**config.mk**
```make
export PLATFORM = sky130hd
export DESIGN_NAME = exe_stage_div
export DESIGN_NICKNAME = d
export VERILOG_FILES = /design/src/rtl/exe_stage_div.sv
export SDC_FILE = /design/constraint.sdc
export NUM_CORES = 1
export LEC_CHECK = 0
export BUFFER_PORTS_ARGS = -buffer_cell sky130_fd_sc_hd__buf_4
export CORE_UTILIZATION = 40
export DETAILED_ROUTE_END_ITERATION = 16
export PLACE_DENSITY_LB_ADDON = 0.3
export SETUP_SLACK_MARGIN = 0.2
export SKIP_LAST_GASP = 1
export SLEW_MARGIN = 25
export SYNTH_ARGS = -nofsm -noshare
export SYNTH_HDL_FRONTEND = slang
export SYNTH_SLANG_ARGS = --single-unit
export TNS_END_PERCENT = 30
```
**constraint.sdc**
```tcl
create_clock -name clk -period 4.05 [get_ports clk]
set_input_delay 1.215 -clock clk [delete_from_list [all_inputs] [get_ports clk]]
set_output_delay 1.215 -clock clk [all_outputs]
set_load 0.02 [all_outputs]
```
**src/rtl/exe_stage_div.sv**
```systemverilog
// Execute stage: latches decode-stage operands, feeds the external ALU, runs a
// 32-iteration restoring divider for div/mod ops, issues the data-SRAM request
// for loads/stores and flags address misalignment (ALE) in es2ms_except[6].
// Optional feature macro: DIV_ZERO_FAST_EN (divide-by-zero skips the iterations).
module exe_stage_div (
    input  logic        clk,
    input  logic        reset,
    output logic        es_allowin,
    input  logic        ds2es_valid,
    input  logic [31:0] ds_pc,
    input  logic [31:0] ds_src1,
    input  logic [31:0] ds_src2,
    input  logic [11:0] ds_alu_op,
    input  logic [3:0]  ds_div_op,
    input  logic [4:0]  ds_ld_op,
    input  logic [2:0]  ds_st_op,
    input  logic [6:0]  ds_rf_ctl,
    input  logic [31:0] ds_st_data,
    input  logic [6:0]  ds_except_zip,
    output logic [31:0] es_src1,
    output logic [31:0] es_src2,
    output logic [11:0] es_alu_op,
    input  logic [31:0] alu_result,
    input  logic        ms_allowin,
    output logic        es2ms_valid,
    output logic [4:0]  es2ms_ld_op,
    output logic [31:0] es2ms_pc,
    output logic [6:0]  es2ms_except,
    output logic [39:0] es_rf_zip,
    output logic        data_sram_en,
    output logic [3:0]  data_sram_we,
    output logic [31:0] data_sram_addr,
    output logic [31:0] data_sram_wdata,
    input  logic        ms_ex,
    input  logic        wb_ex
);

    localparam int DIV_ITER = 32;

    typedef enum logic [1:0] {DIV_IDLE, DIV_CALC, DIV_DONE} div_state_t;

    logic        es_valid;
    logic        es_ready_go;
    logic [3:0]  div_op;
    logic [2:0]  st_op;
    logic [6:0]  rf_ctl;
    logic [31:0] st_data;
    logic [6:0]  except_r;

    div_state_t  div_state;
    logic [4:0]  div_cnt;
    logic [31:0] rem;
    logic [31:0] quo;
    logic [31:0] dsr;
    logic        neg_q;
    logic        neg_r;
    logic        dzero;

    logic        is_div;
    logic        div_signed;
    logic [31:0] abs1;
    logic [31:0] abs2;
    logic [32:0] trial;
    logic [32:0] diff;
    logic        step_bit;
    logic [31:0] step_rem;
    logic [31:0] q_fix;
    logic [31:0] r_fix;
    logic [31:0] div_result;
    logic [31:0] rf_wdata;
    logic        ale;
    logic        sram_go;
    logic [3:0]  st_we;

    assign is_div      = |div_op;
    assign div_signed  = div_op[3] | div_op[1];
    assign es_ready_go = ~is_div | (div_state == DIV_DONE);
    assign es_allowin  = ~es_valid | (es_ready_go & ms_allowin);
    assign es2ms_valid = es_valid & es_ready_go;

    // Pipeline valid bit and latched payload; a WB flush empties the stage.
    always_ff @(posedge clk) begin
        // NOTE: sequential state uses non-blocking assignments so every register
        // samples the pre-edge values of its neighbours.
        if (reset) begin
            es_valid     <= 1'b0;
            es2ms_pc     <= '0;
            es_src1      <= '0;
            es_src2      <= '0;
            es_alu_op    <= '0;
            div_op       <= '0;
            es2ms_ld_op  <= '0;
            st_op        <= '0;
            rf_ctl       <= '0;
            st_data      <= '0;
            except_r     <= '0;
        end else begin
            if (wb_ex) begin
                es_valid <= 1'b0;
            end else if (es_allowin) begin
                es_valid <= ds2es_valid;
            end
            if (ds2es_valid && es_allowin) begin
                es2ms_pc    <= ds_pc;
                es_src1     <= ds_src1;
                es_src2     <= ds_src2;
                es_alu_op   <= ds_alu_op;
                div_op      <= ds_div_op;
                es2ms_ld_op <= ds_ld_op;
                st_op       <= ds_st_op;
                rf_ctl      <= ds_rf_ctl;
                st_data     <= ds_st_data;
                except_r    <= ds_except_zip;
            end
        end
    end

    // Divider operands are magnitudes; signs are reapplied on the way out.
    assign abs1     = (div_signed && es_src1[31]) ? -es_src1 : es_src1;
    assign abs2     = (div_signed && es_src2[31]) ? -es_src2 : es_src2;
    assign trial    = {rem, quo[31]};
    assign diff     = trial - {1'b0, dsr};
    assign step_bit = (trial >= {1'b0, dsr});
    assign step_rem = step_bit ? diff[31:0] : trial[31:0];

    // Divider FSM: one restoring iteration per CALC cycle, result held in DONE.
    always_ff @(posedge clk) begin
        if (reset) begin
            div_state <= DIV_IDLE;
            div_cnt   <= '0;
            rem       <= '0;
            quo       <= '0;
            dsr       <= '0;
            neg_q     <= 1'b0;
            neg_r     <= 1'b0;
            dzero     <= 1'b0;
        end else if (wb_ex) begin
            div_state <= DIV_IDLE;
            div_cnt   <= '0;
        end else begin
            case (div_state)
                DIV_IDLE: begin
                    if (es_valid && is_div) begin
                        neg_q   <= div_signed & (es_src1[31] ^ es_src2[31]);
                        neg_r   <= div_signed & es_src1[31];
                        dzero   <= (es_src2 == 32'd0);
                        rem     <= '0;
                        quo     <= abs1;
                        dsr     <= abs2;
                        div_cnt <= '0;
`ifdef DIV_ZERO_FAST_EN
                        if (es_src2 == 32'd0) begin
                            rem       <= abs1;
                            quo       <= '1;
                            div_state <= DIV_DONE;
                        end else begin
                            div_state <= DIV_CALC;
                        end
`else
                        div_state <= DIV_CALC;
`endif
                    end
                end
                DIV_CALC: begin
                    rem     <= step_rem;
                    quo     <= {quo[30:0], step_bit};
                    div_cnt <= div_cnt + 5'd1;
                    if (div_cnt == 5'(DIV_ITER - 1)) begin
                        div_state <= DIV_DONE;
                    end
                end
                DIV_DONE: begin
                    if (es2ms_valid && ms_allowin) begin
                        div_state <= DIV_IDLE;
                    end
                end
                default: div_state <= DIV_IDLE;
            endcase
        end
    end

    // Division by zero yields all-ones quotient; remainder falls out as the dividend.
    assign q_fix      = dzero ? 32'hFFFF_FFFF : (neg_q ? -quo : quo);
    assign r_fix      = neg_r ? -rem : rem;
    assign div_result = (div_op[3] | div_op[2]) ? q_fix : r_fix;
    assign rf_wdata   = is_div ? div_result : alu_result;

    assign es_rf_zip    = {rf_ctl[6] & es_valid, |es2ms_ld_op, rf_ctl[5] & es_valid,
                           rf_ctl[4:0], rf_wdata};
    assign es2ms_except = {ale, except_r[5:0]};

    // Memory request: issued only on the handoff cycle so a stall never repeats it.
    assign ale = ((es2ms_ld_op[2] | es2ms_ld_op[1] | st_op[1]) & alu_result[0])
               | ((es2ms_ld_op[0] | st_op[0]) & (alu_result[1:0] != 2'b00));
    assign sram_go = es_valid & es_ready_go & ms_allowin
                   & ((|es2ms_ld_op) | (|st_op))
                   & ~ale & ~ms_ex & ~wb_ex & ~(|except_r);

    // Byte-lane enables and replicated store data for the addressed lanes.
    always_comb begin
        // NOTE: defaults first so every path assigns these and no latch is inferred.
        st_we           = 4'b0000;
        data_sram_wdata = st_data;
        if (st_op[2]) begin
            st_we           = 4'b0001 << alu_result[1:0];
            data_sram_wdata = {4{st_data[7:0]}};
        end else if (st_op[1]) begin
            st_we           = 4'b0011 << {alu_result[1], 1'b0};
            data_sram_wdata = {2{st_data[15:0]}};
        end else if (st_op[0]) begin
            st_we           = 4'b1111;
        end
    end

    assign data_sram_en   = sram_go;
    assign data_sram_we   = sram_go ? st_we : 4'b0000;
    assign data_sram_addr = alu_result;

endmodule

```
==> impl_metrics.toml <==
[outcome]
status = "finished, violations left"
violations = "setup timing"

[job]
maxCapViolations = 0

[timing]
worst_pin_slew_ps = 1030
period_needed_ps = 4570
grt_setup_unrepaired = "true"
holdWs_ps = 455
clock_skew_ps = 12.3
final-setup-viol-count = 17
slew_violations = 0
finalCritPeriodShare = 1.13
setup_ws_ps = -522
fmax_ghz = 0.219
slew-limit-headroom = 0.305
hold_viol_final = 0

[yosys]
ys_ff_latch = 273
ys.flop_type = "dfxtp_1"
avgSynthCellArea_um2 = 7.35
syn-num-nets = 2374
async_reset_ff_frac = 0
synth_warnings = 0
synth_cell_types = 68
synth_seq_area_share = 0.349
syn_inst = 2131
synth_edf_count = 0
netlist_area_mm2 = 0.0157

[routing]
drc = 0
via_per_inst = 5.42
drtIter0Drc = 1129
totalWireLength_um = 55700
dr.pass1.iters = 6
top_layer = "met4"
wl_per_cell_um = 18.4
wl_met1_um = 23100
postRouteAntennaNets = 0
route.met2.wl_um = 26600
vias = 16400
wl_met3_um = 4470

[critical_path]
worstPathRequired_ps = 2830
path_class = "register to primary output"
cp.arrival_ps = 3360
crit_path_end_kind = "primary output"
start_kind = "register"
crit_fanout = 4
worst_r2r_path_depth = 13

[global_routing]
antenna_found_initial = 3
grt_pass1_vias = 15100
grt_max_degree = 99
track_usage = 0.268
grt_pass1_wl_um = 84200
grt_overflow = 0

[cts]
cts_hold_buf = 0
cts_tree = "done"
cts.sinks = 273
clk_pin_slew_worst_paths_ps = 60
cts-root-buf = "clkbuf_16"
htreeDepth = 1
clock_path_buffers = 3
cts_made_buffers = 31
clk_latency_ps = 570

[floorplan]
die_area_mm2 = 0.0400
die_y_um = 200
start_util = 0.405
core_area_mm2 = 0.0386
die_w_um = 200
pin_count = 435
num_rows = 72

[layout]
final_net_count = 2723
drive_gt1_frac = 0.245
syn_to_final_growth_pct = 30.6
fill_cells = 3773

[placement]
numPortBuffers = 434
gp_congestion = 0.995
place_hpwl_um = 42700
dp_slack_ps = -7.92

[hold_path]
hp-class = "register to register"
hold_depth = 2

[pwr]
power_density_mw_per_mm2 = 383
total_power_mw = 7.84
ir_drop_mv = 0.339
p_leak_nw = 8.72
## stage by stage
step | TNS (ps) | utilization | instance area, um^2 | std cells
final | -4750 | 0.529 | 20500 | 3021
after CTS | -5450 | 0.526 | 20300 | 3014
after global routing | -8350 | 0.529 | 20500 | 3020
after detailed placement | -7.92 | 0.497 | 19200 | 2956
after floorplan | 0 | - | 15700 | 2131
after global placement | 0 | 0.497 | 19200 | 2956
## worst max-delay path: stages, from the launching register on
cell	delay (ps)
dfxtp_2	330
nor4_4	320
buf_4	180
nand4_1	180
or4_4	460
or4_4	470
nand2b_4	180
o21ai_2	130
xor2_1	220
a22oi_1	140
buf_4	180
## report_power, final
group | leakage (nW) | internal, mW | switching (mW)
sequential | 2.23 | 2.81 | 0.139
clock | 0.494 | 1.65 | 1.15
combinational | 5.99 | 0.878 | 1.21
total | 8.72 | 5.34 | 2.50
## sequential cells by signal, summed over array words and instances, names as in the netlist, 2 cells and up
register / cells
rf_ctl: 7
st_op: 3
es2ms_ld_op: 5
es_alu_op: 12
dsr: 32
es2ms_pc: 32
except_r: 7
es_src2: 32
quo: 32
st_data: 32
div_op: 4
div_state: 2
es_src1: 32
rem: 32
div_cnt: 5
## cell type report
type	count	area (um^2)	area share
antenna	1	2.50	0.000122
clock buffer	43	891	0.0435
clock inverter	12	118	0.00575
inverter	64	243	0.0119
multi-input combinational	1608	9230	0.451
sequential	273	5470	0.267
tap	518	648	0.0317
timing repair buffer	502	3860	0.189
## routing by layer
metal / global-route usage / vias up
li1: - / 8010
met1: 0.338 / 7636
met2: 0.454 / 626
met3: 0.0580 / 87
met4: 0.0814 / 0
met5: 0 / -
## cells in the final DEF (no fill, tap or decap), drive strengths merged, types with 38 or more instances in the layout
cell type / count
inv: 64
nand2: 495
xor2: 68
a211oi: 45
xnor2: 72
o21ai: 125
a21oi: 279
dfxtp: 273
ha: 38
buf: 502
nor2: 139
clkbuf: 43
## cell families (layout without fill, tap and decap cells)
logic type / count (synthesis) / in the layout / synth area share
adder cells (fa/ha/maj): 39 / 39 / 0.0316
XOR/XNOR: 140 / 140 / 0.0783
AND/OR/NAND/NOR: 800 / 800 / 0.220
other: 0 / 1 / 0
buffers and inverters: 250 / 621 / 0.0736
flip-flops: 273 / 273 / 0.349
AO/OA/AOI/OAI: 592 / 592 / 0.223
multiplexers: 37 / 37 / 0.0244
## Yosys cell counts, drive strengths merged, types with 13 or more instances
library cell  count  share of area
or3              16         0.0064
o31ai            23          0.011
nor4             23          0.012
o21ai           125          0.040
a211oi           45          0.022
xnor2            72          0.040
nor3             37          0.012
nand2           495           0.12
o211ai           13         0.0062
nand3            20         0.0064
a31oi            13         0.0052
inv              64          0.015
mux2i            27          0.017
a32oi            22          0.012
xor2             68          0.038
ha               38          0.030
clkbuf          119          0.029
dfxtp           273           0.35
nor2            139          0.033
a22oi            16         0.0077
buf              67          0.030
a21oi           279          0.089
## path summary, 6_finish.rpt
check,startpoint,endpoint,slack (ps)
setup / recovery,quo[7]$_SDFFE_PP0P_,es_rf_zip[28],-520
hold / removal,es2ms_pc[25]$_SDFFE_PP0P_,es2ms_pc[25]$_SDFFE_PP0P_,460
hold reg to reg,es2ms_pc[25]$_SDFFE_PP0P_,es2ms_pc[25]$_SDFFE_PP0P_,460
setup reg to reg,rem[13]$_SDFFE_PP0P_,rem[14]$_SDFFE_PP0P_,580
## timing repair
| item | 4_1_cts | 5_1_grt |
|---|---|---|
| buffers inserted | 3 | 5 |
| endpoints found under the hold margin | 0 | 0 |
| pin swaps | 8 | 15 |
| endpoints found under the setup margin | 28 | 31 |
| gates resized for setup | 18 | 14 |
Power figures use the tool's default switching activity.
